--- src/rtl/e203_tcm_sram_ctrl_pkg.sv ---
// Shared defines for the E203 TCM SRAM controller: default geometry,
// light-sleep timing and the power-state encoding.
package e203_tcm_sram_ctrl_pkg;

    localparam int E203_TCM_CTRL_AW       = 14;
    localparam int E203_TCM_CTRL_DW       = 32;
    localparam int E203_TCM_CTRL_IDLE_CYC = 16;
    localparam int E203_TCM_CTRL_IDLE_CW  = 8;

    typedef enum logic {
        E203_TCM_CTRL_ACTIVE = 1'b0,
        E203_TCM_CTRL_SLEEP  = 1'b1
    } e203_tcm_ctrl_state_e;

endpackage

--- src/rtl/e203_tcm_rsp_fifo.sv ---
// Response FIFO with fall-through: when empty, the incoming entry is visible
// on the output in the same cycle and is only stored if it is not popped.
module e203_tcm_rsp_fifo #(
    parameter int  DP = 2,
    parameter int  DW = 32,
    localparam int PW = (DP > 1) ? $clog2(DP) : 1,
    localparam int CW = $clog2(DP + 1)
) (
    input  logic          clk,
    input  logic          rst_n,
    input  logic          i_push,
    input  logic [DW-1:0] i_wdata,
    input  logic          i_pop,
    output logic          o_valid,
    output logic [DW-1:0] o_rdata,
    output logic [CW-1:0] o_count
);

    logic [DW-1:0] r_mem [DP];
    logic [PW-1:0] r_wptr;
    logic [PW-1:0] r_rptr;
    logic [CW-1:0] r_count;
    logic          w_empty;
    logic          w_store;
    logic          w_take;

    function automatic logic [PW-1:0] nxt_ptr(input logic [PW-1:0] p);
        return (p == PW'(DP - 1)) ? '0 : p + PW'(1);
    endfunction

    assign w_empty = (r_count == '0);
    assign w_store = i_push & ~(w_empty & i_pop);
    assign w_take  = i_pop & ~w_empty;
    assign o_valid = ~w_empty | i_push;
    assign o_rdata = w_empty ? i_wdata : r_mem[r_rptr];
    assign o_count = r_count;

    always_ff @(posedge clk or negedge rst_n) begin
        if (!rst_n) begin
            r_wptr  <= '0;
            r_rptr  <= '0;
            r_count <= '0;
            for (int i = 0; i < DP; i++) begin
                r_mem[i] <= '0;
            end
        end else begin
            if (w_store) begin
                r_mem[r_wptr] <= i_wdata;
                r_wptr        <= nxt_ptr(r_wptr);
            end
            if (w_take) begin
                r_rptr <= nxt_ptr(r_rptr);
            end
            r_count <= r_count + CW'(w_store) - CW'(w_take);
        end
    end

endmodule

--- src/rtl/e203_tcm_sram_ctrl.sv ---
// ICB-to-SRAM bridge for the E203 TCM: single-cycle SRAM issue, two-deep
// in-order response queue and automatic light-sleep after an idle period.
module e203_tcm_sram_ctrl
    import e203_tcm_sram_ctrl_pkg::*;
#(
    parameter int  AW       = E203_TCM_CTRL_AW,
    parameter int  DW       = E203_TCM_CTRL_DW,
    parameter int  IDLE_CYC = E203_TCM_CTRL_IDLE_CYC,
    localparam int MW       = DW / 8
) (
    input  logic          clk,
    input  logic          rst_n,
    input  logic          i_icb_cmd_valid,
    output logic          i_icb_cmd_ready,
    input  logic [AW+1:0] i_icb_cmd_addr,
    input  logic          i_icb_cmd_read,
    input  logic [DW-1:0] i_icb_cmd_wdata,
    input  logic [MW-1:0] i_icb_cmd_wmask,
    output logic          i_icb_rsp_valid,
    input  logic          i_icb_rsp_ready,
    output logic [DW-1:0] i_icb_rsp_rdata,
    output logic          i_icb_rsp_err,
    output logic          ram_cs,
    output logic          ram_we,
    output logic [AW-1:0] ram_addr,
    output logic [MW-1:0] ram_wem,
    output logic [DW-1:0] ram_din,
    input  logic [DW-1:0] ram_dout,
    output logic          ram_ls,
    output logic          ram_ds,
    output logic          ram_sd
);

    localparam int FIFO_DP = 2;
    localparam int CNT_W   = $clog2(FIFO_DP + 1);
    localparam int PEND_W  = CNT_W + 1;
    localparam int IW      = E203_TCM_CTRL_IDLE_CW;

    e203_tcm_ctrl_state_e r_state;
    logic [IW-1:0]        r_idle_cnt;
    logic                 r_inflight;
    logic                 r_inflight_read;
    logic [CNT_W-1:0]     w_fifo_cnt;
    logic [PEND_W-1:0]    w_pending;
    logic [DW-1:0]        w_fifo_wdata;
    logic                 w_hsk;
    logic                 w_pop;
    logic                 w_idle;
    logic                 w_unused;

    // Outstanding work after this cycle's pop must leave room for one more entry.
    assign w_pending       = PEND_W'(r_inflight) + PEND_W'(w_fifo_cnt) - PEND_W'(w_pop);
    assign i_icb_cmd_ready = rst_n & (r_state == E203_TCM_CTRL_ACTIVE) & (w_pending < PEND_W'(2));
    assign w_hsk           = i_icb_cmd_valid & i_icb_cmd_ready;
    assign w_pop           = i_icb_rsp_valid & i_icb_rsp_ready;
    assign w_idle          = ~w_hsk & ~r_inflight & (w_fifo_cnt == '0);

    assign ram_cs   = w_hsk;
    assign ram_we   = ~i_icb_cmd_read;
    assign ram_addr = i_icb_cmd_addr[AW+1:2];
    assign ram_wem  = i_icb_cmd_wmask;
    assign ram_din  = i_icb_cmd_wdata;
    assign ram_ls   = (r_state == E203_TCM_CTRL_SLEEP);
    assign ram_ds   = 1'b0;
    assign ram_sd   = 1'b0;

    assign i_icb_rsp_err = 1'b0;
    assign w_fifo_wdata  = r_inflight_read ? ram_dout : '0;
    assign w_unused      = ^i_icb_cmd_addr[1:0];

    always_ff @(posedge clk or negedge rst_n) begin
        if (!rst_n) begin
            r_state         <= E203_TCM_CTRL_ACTIVE;
            r_idle_cnt      <= '0;
            r_inflight      <= 1'b0;
            r_inflight_read <= 1'b0;
        end else begin
            r_inflight <= w_hsk;
            if (w_hsk) begin
                r_inflight_read <= i_icb_cmd_read;
            end
            case (r_state)
                E203_TCM_CTRL_ACTIVE: begin
                    if (!w_idle) begin
                        r_idle_cnt <= '0;
                    end else if (r_idle_cnt >= IW'(IDLE_CYC - 1)) begin
                        r_state    <= E203_TCM_CTRL_SLEEP;
                        r_idle_cnt <= IW'(IDLE_CYC);
                    end else begin
                        r_idle_cnt <= r_idle_cnt + IW'(1);
                    end
                end
                E203_TCM_CTRL_SLEEP: begin
                    // Wake only; the command itself is taken on the next cycle.
                    if (i_icb_cmd_valid) begin
                        r_state    <= E203_TCM_CTRL_ACTIVE;
                        r_idle_cnt <= '0;
                    end
                end
            endcase
        end
    end

    e203_tcm_rsp_fifo #(
        .DP (FIFO_DP),
        .DW (DW)
    ) u_rsp_fifo (
        .clk     (clk),
        .rst_n   (rst_n),
        .i_push  (r_inflight),
        .i_wdata (w_fifo_wdata),
        .i_pop   (w_pop),
        .o_valid (i_icb_rsp_valid),
        .o_rdata (i_icb_rsp_rdata),
        .o_count (w_fifo_cnt)
    );

endmodule

--- config.mk ---
export PLATFORM = sky130hd
export DESIGN_NAME = e203_tcm_sram_ctrl
export DESIGN_NICKNAME = d
export VERILOG_FILES = /design/src/rtl/e203_tcm_sram_ctrl_pkg.sv /design/src/rtl/e203_tcm_rsp_fifo.sv /design/src/rtl/e203_tcm_sram_ctrl.sv
export SDC_FILE = /design/constraint.sdc
export NUM_CORES = 1
export LEC_CHECK = 0
export BUFFER_PORTS_ARGS = -buffer_cell sky130_fd_sc_hd__buf_2
export CELL_PAD_IN_SITES_DETAIL_PLACEMENT = 1
export CELL_PAD_IN_SITES_GLOBAL_PLACEMENT = 1
export CORE_MARGIN = 5
export CORE_UTILIZATION = 38
export CTS_BUF_LIST = sky130_fd_sc_hd__clkbuf_4
export DETAILED_ROUTE_END_ITERATION = 8
export PLACE_DENSITY_LB_ADDON = 0.1
export RECOVER_POWER = 100
export SETUP_SLACK_MARGIN = 0.02
export SKIP_CTS_REPAIR_TIMING = 1
export SLEW_MARGIN = 20
export SYNTH_ARGS = -nofsm -noshare
export SYNTH_HDL_FRONTEND = slang
export SYNTH_SLANG_ARGS = --single-unit
--- constraint.sdc ---
create_clock -name clk -period 8.45 [get_ports clk]
set_input_delay 2.535 -clock clk [delete_from_list [all_inputs] [get_ports clk]]
set_output_delay 2.535 -clock clk [all_outputs]
set_load 0.01 [all_outputs]
# --- After elaboration in Yosys (flattened, before gate mapping) ---
# Index checks and enable logic that the tools add are counted.
word_totals:
  reg_bits: 79
  input_bits: 89
  out_inout_bits: 90
  word_cells: 60
op_classes:
  addsub: 7
  n_lt_le_gt_ge: 5
  n_eq_ne: 1
  muxes: 18
  bitwise: 18
  n_reduce_logical: 2
ops:
  columns: ["cell", "n"]
  rows:
  - ["$mux W32", 6]
  - ["$bwmux W64", 1]
  - ["$demux W32 S1", 1]
  - ["$mux W8", 3]
  - ["$pmux W8 S2", 1]
  - ["$and A1 B1 Y1", 9]
  - ["$add A8 B1 Y8 const B", 1]
  - ["$ge A8 B4 Y1 const B", 1]
  - ["$not A1 Y1", 6]
  - ["$mux W1", 5]
  - ["$ge A2 B2 Y1 const B", 2]
  - ["$not A1 Y2", 2]
  - ["$add A1 B2 Y3", 1]
  - ["$lt A3 B2 Y1 const B", 1]
  - ["$sub A3 B1 Y3", 1]
  - ["$add A1 B1 Y1 const B", 2]
  - ["$add A2 B1 Y2", 1]
  - ["$logic_not A2 Y1", 1]
  - ["$lt A2 B1 Y1 const B", 1]
  - ["$ne A2 B2 Y1 const B", 1]
  - ["$pmux W1 S2", 1]
  - ["$sub A2 B1 Y2", 1]
  - ["$logic_and A1 B1 Y1", 1]
  - ["$or A1 B1 Y1", 1]

# --- Longest topological paths before layout ---
logic_depth:
  depth_word: 13
  depth_mapped: 9
  mapped_depth_nobuf: 9

# --- Modules after synthesis ---
# From an unflattened synthesis, not the netlist that was laid out.
unflattened:
  hier_cells: 398
  area_unflattened_um2: 4708.3
modules_own_cells:
  columns: ["module", "instances", "cells_per_inst", "area_per_inst_um2", "seq_area_each_um2"]
  rows:
  - ["e203_tcm_rsp_fifo", 1, 261, 3518.4, 1701.6]
  - ["e203_tcm_sram_ctrl", 1, 137, 1189.9, 275.3]

# --- Least setup slack after synthesis ---
# Ideal clock, no wire load.
synth_timing:
  kind: "input to output"
  start: "input i_icb_rsp_ready"
  end: "output ram_cs"
  arrival_time_ns: 4.099
  required_time_ns: 5.915
  slack_ns: 1.816
  path_stages: 6
  path_buffers: 0
  cell_sequence: "and2_1 > ha_1 > or2b_1 > fa_1 > nand4b_1 > nor2_1"
synth_between:
  elab_chain_cells: 5
synth_rtl:
  columns: ["element", "line_no", "source"]
  rows:
  - ["start, declared", "e203_tcm_sram_ctrl.sv:20", "input logic i_icb_rsp_ready,"]
  - ["$and A1 B1 Y1", "e203_tcm_sram_ctrl.sv:55", "assign w_pop = i_icb_rsp_valid & i_icb_rsp_ready;"]
  - ["$sub A3 B1 Y3", "e203_tcm_sram_ctrl.sv:52", "assign w_pending = PEND_W'(r_inflight) + PEND_W'(w_fifo_cnt) - PEND_W'(w_pop);"]
  - ["$lt A3 B2 Y1", "e203_tcm_sram_ctrl.sv:53", "assign i_icb_cmd_ready = rst_n & (r_state == E203_TCM_CTRL_ACTIVE) & (w_pending < PEND_W'(2));"]
  - ["$and A1 B1 Y1", "e203_tcm_sram_ctrl.sv:53", null]
  - ["$and A1 B1 Y1", "e203_tcm_sram_ctrl.sv:54", "assign w_hsk = i_icb_cmd_valid & i_icb_cmd_ready;"]
  - ["end, declared", "e203_tcm_sram_ctrl.sv:23", "output logic ram_cs,"]
# No other way between the ends.

# --- Worst setup path in the final report ---
# Ends and elaborated chain as after synthesis.

==> run metrics <==
Flop pwr share 0.397; Worst path top cell family by delay adder cells; drt initial violations 92; Place WS 1.460 ns; cells on worst reg2reg path 4; # clock sinks between 70 and 80; worst skew pair latency about 0.42 ns; Final Cycle Share 0.8184; Synth Instances around 470; Post-Synth Adder-Cell Area 0.01663; Clock Skew approximately 0.0054 ns; initial antenna violation count 0; setup tns final 0 ns; CP cell instances clkbuf_1 > and2_0 > ha_1 > or2b_1 > fa_1 > nand4b_1 > nor2_1 > clkbuf_1; Post-Synth XOR/XNOR Area 0.01218; largest family of logic cells by synthesized area compound AO/OA/AOI/OAI gates; RSZ-0062 raised after global routing false; worst-path fanout max 4; Mapped Area ~0.0042 sq mm; Mean Syn Cell Area around 8.9 sq um; Longest Clk Path Bufs 2; total of flip-flops plus latches after synthesis just under 80; Hold Crit Class reg -> reg; synth warn 0; DR WL/cell around 16 um; Root Driver clkbuf_4; Peak supply drop around 0.00018 V; CP dominant cell by count clkbuf_1; LEAKAGE about 1.9 nW; largest net degree at the start of global routing 80; detailed placement HPWL roughly 6.3 mm; Core ar. 0.01084 sq mm; TritonCTS Buffers 9; TritonCTS clock tree yes; diode count 0; WHS Path Cells 1; async set-or-reset flop fraction in the synthesized netlist 1.000; final max-slew violation count 210; number of distinct library cells after synthesis 36; Crit path buffers/inverters 2; I/O pins around 180; all-layer global routing usage 0.1555; Switching Share 0.4569; fraction of layout cells with a size suffix above 1 0.1120; Worst-path clk slew ~0.12 ns; status finished with violations; Die Area between 0.01 and 0.015 sq mm; placer's final routability congestion estimate ~0.66; nets ~570; combinational share of power 0.485; mux cell area share after synthesis 0.005346; Int Power 0.8155 mW; WP depth 8; routed vias 3138; startpoint type of the worst setup path primary input; max incr delay on CP 0.53 ns; area delta synth->final 2.287%; Seq/Total Area, Yosys 0.4693; Arr. time, crit path between 4 and 5 ns; I/O Buffers 73; Via density 5.045; crit path time final ~7 ns; first-pass GRT wire length 16.47 mm; violated checks capacitance limit, slew limit; die width ~120 um; CP required 5.92 ns; WL final between 9 and 10 mm; NetSw a little under 0.7 mW; maxcap violations 3; # DRC 0; Post-Synth Simple-Gate Area 0.1687; Fmax around 140 MHz; H-tree levels 3; Clock power frac 0.118; top_reg_cell synth dfrtp_1; Critical Path Slowest Stage Cell fa_1; Final Hold Viols 0; Final ANT Viol Nets 0; Worst slew margin -1.867; Worst Setup End Kind primary output; total global routing overflow 0; FILL cells roughly 1300; worst-margin pin slew 4.300 ns; pwr/cell area about 350 mW/mm^2; Setup Viol. Count Final 0; site row count 38; drt first pass iters 3; post-synthesis compound-gate area fraction 0.1966; vias in the first global route approximately 3300; Final WS setup ~1.5 ns; chip height around 120 um; Post-synth EDFFs 0; critical path class in -> out; initial core utilization 0.3886
==> per-layer routing <==
layer / up-vias / routed length (um) / GRT usage
li1: 1556 / - / -
met3: 17 / 593 / 0.03737
met1: 1483 / 4719 / 0.2114
met2: 82 / 4390 / 0.2419
met4: 0 / 139 / 0.05712
met5: - / 0 / 0
==> power by group through the flow <==
stage	Clock [mW]	Sequential (mW)	Combinational, mW
2_1_floorplan	0	0.570	0.562
3_3_place_gp	0	0.601	0.766
3_5_place_dp	0	0.607	0.784
4_1_cts	0.190	0.599	0.787
5_1_grt	0.204	0.616	0.839
6_report	0.177	0.596	0.729
==> cells in the final DEF, fill, tap and decap left out, types with 3 or more instances in the layout <==
cell type and instances:
buf_2 33, conb_1 3, inv_1 6, o21ai_0 65
ha_1 4, a21oi_1 34, clkbuf_1 43, dfrtp_1 78
nand2_1 98, buf_4 3, clkbuf_4 9, xnor2_1 3
and2_0 3, nor2b_1 33, clkinv_1 3, a211oi_1 32
==> sequential cells by signal (all words and copies together) (netlist names) <==
signal / flops
r_idle_cnt: 8
r_inflight: 1
r_inflight_read: 1
ram_ls: 1
u_rsp_fifo.o_count: 2
u_rsp_fifo.r_mem: 64
u_rsp_fifo.r_rptr: 1
u_rsp_fifo.r_wptr: 1
==> Yosys cell counts (4+ instances only) <==
library cell / instances / area share
a211oi_1: 32 / 0.057
a21oi_1: 34 / 0.040
and2_1: 4 / 0.0059
buf_1: 6 / 0.0053
buf_2: 10 / 0.012
buf_4: 53 / 0.094
clkbuf_1: 15 / 0.013
dfrtp_1: 79 / 0.47
ha_1: 4 / 0.012
inv_1: 6 / 0.0053
nand2_1: 98 / 0.087
nor2b_1: 33 / 0.049
o21ai_0: 65 / 0.077
==> worst paths after layout <==
| check | startpoint | to | slack (ns) |
|---|---|---|---|
| worst max-delay path | i_icb_rsp_ready | ram_cs | 1.53 |
| worst min-delay path | u_rsp_fifo.r_rptr | u_rsp_fifo.r_rptr | 0.47 |
| worst max register to register | u_rsp_fifo.o_count[1] | u_rsp_fifo.r_mem[3] | 5.09 |
| worst min register to register | u_rsp_fifo.r_rptr | u_rsp_fifo.r_rptr | 0.47 |
| max in group asynchronous | rst_n | u_rsp_fifo.r_rptr | 1.90 |
| min in group asynchronous | rst_n | u_rsp_fifo.r_wptr | 3.84 |
==> worst reg2reg max path, cell delays in order, from the launching register on <==
cell	delay (ns)
dfrtp_1	0.51
or2_1	0.33
o211ai_4	0.16
clkbuf_1	1.82
o21ai_0	0.31
==> area by class of cell <==
class	count	area [sq um]	area share
Sequential cell	79	1978	0.4591
Multi-Input combinational cell	305	1700	0.3946
Timing Repair Buffer	79	349.1	0.08101
Tap cell	140	175.2	0.04065
Clock buffer	9	67.56	0.01568
Inverter	6	22.52	0.005226
Clock inverter	4	16.27	0.003775
==> through the flow <==
stage,hold WS (ns),power (mW),std cells,cell area [sq um],utilization
2_1_floorplan,0.4422,1.131,474,4220,-
3_3_place_gp,0.4512,1.367,609,4308,0.3974
3_5_place_dp,0.4540,1.391,609,4308,0.3974
4_1_cts,0.4708,1.575,622,4392,0.4051
5_1_grt,0.4939,1.659,622,4309,0.3975
6_report,0.4686,1.502,622,4309,0.3975
==> cell families (layout without fill, tap and decap cells) <==
kind of cell | count (synthesis) | after routing
xor gates and xnor gates | 5 | 5
DFF | 79 | 79
adders and majority gates | 5 | 5
AOI/OAI and AO/OA | 140 | 140
and+or+nand+nor | 150 | 150
muxes | 2 | 2
buffers and inverters | 90 | 98
other | 1 | 3
Note: power is estimated with default switching activity, not from simulation.
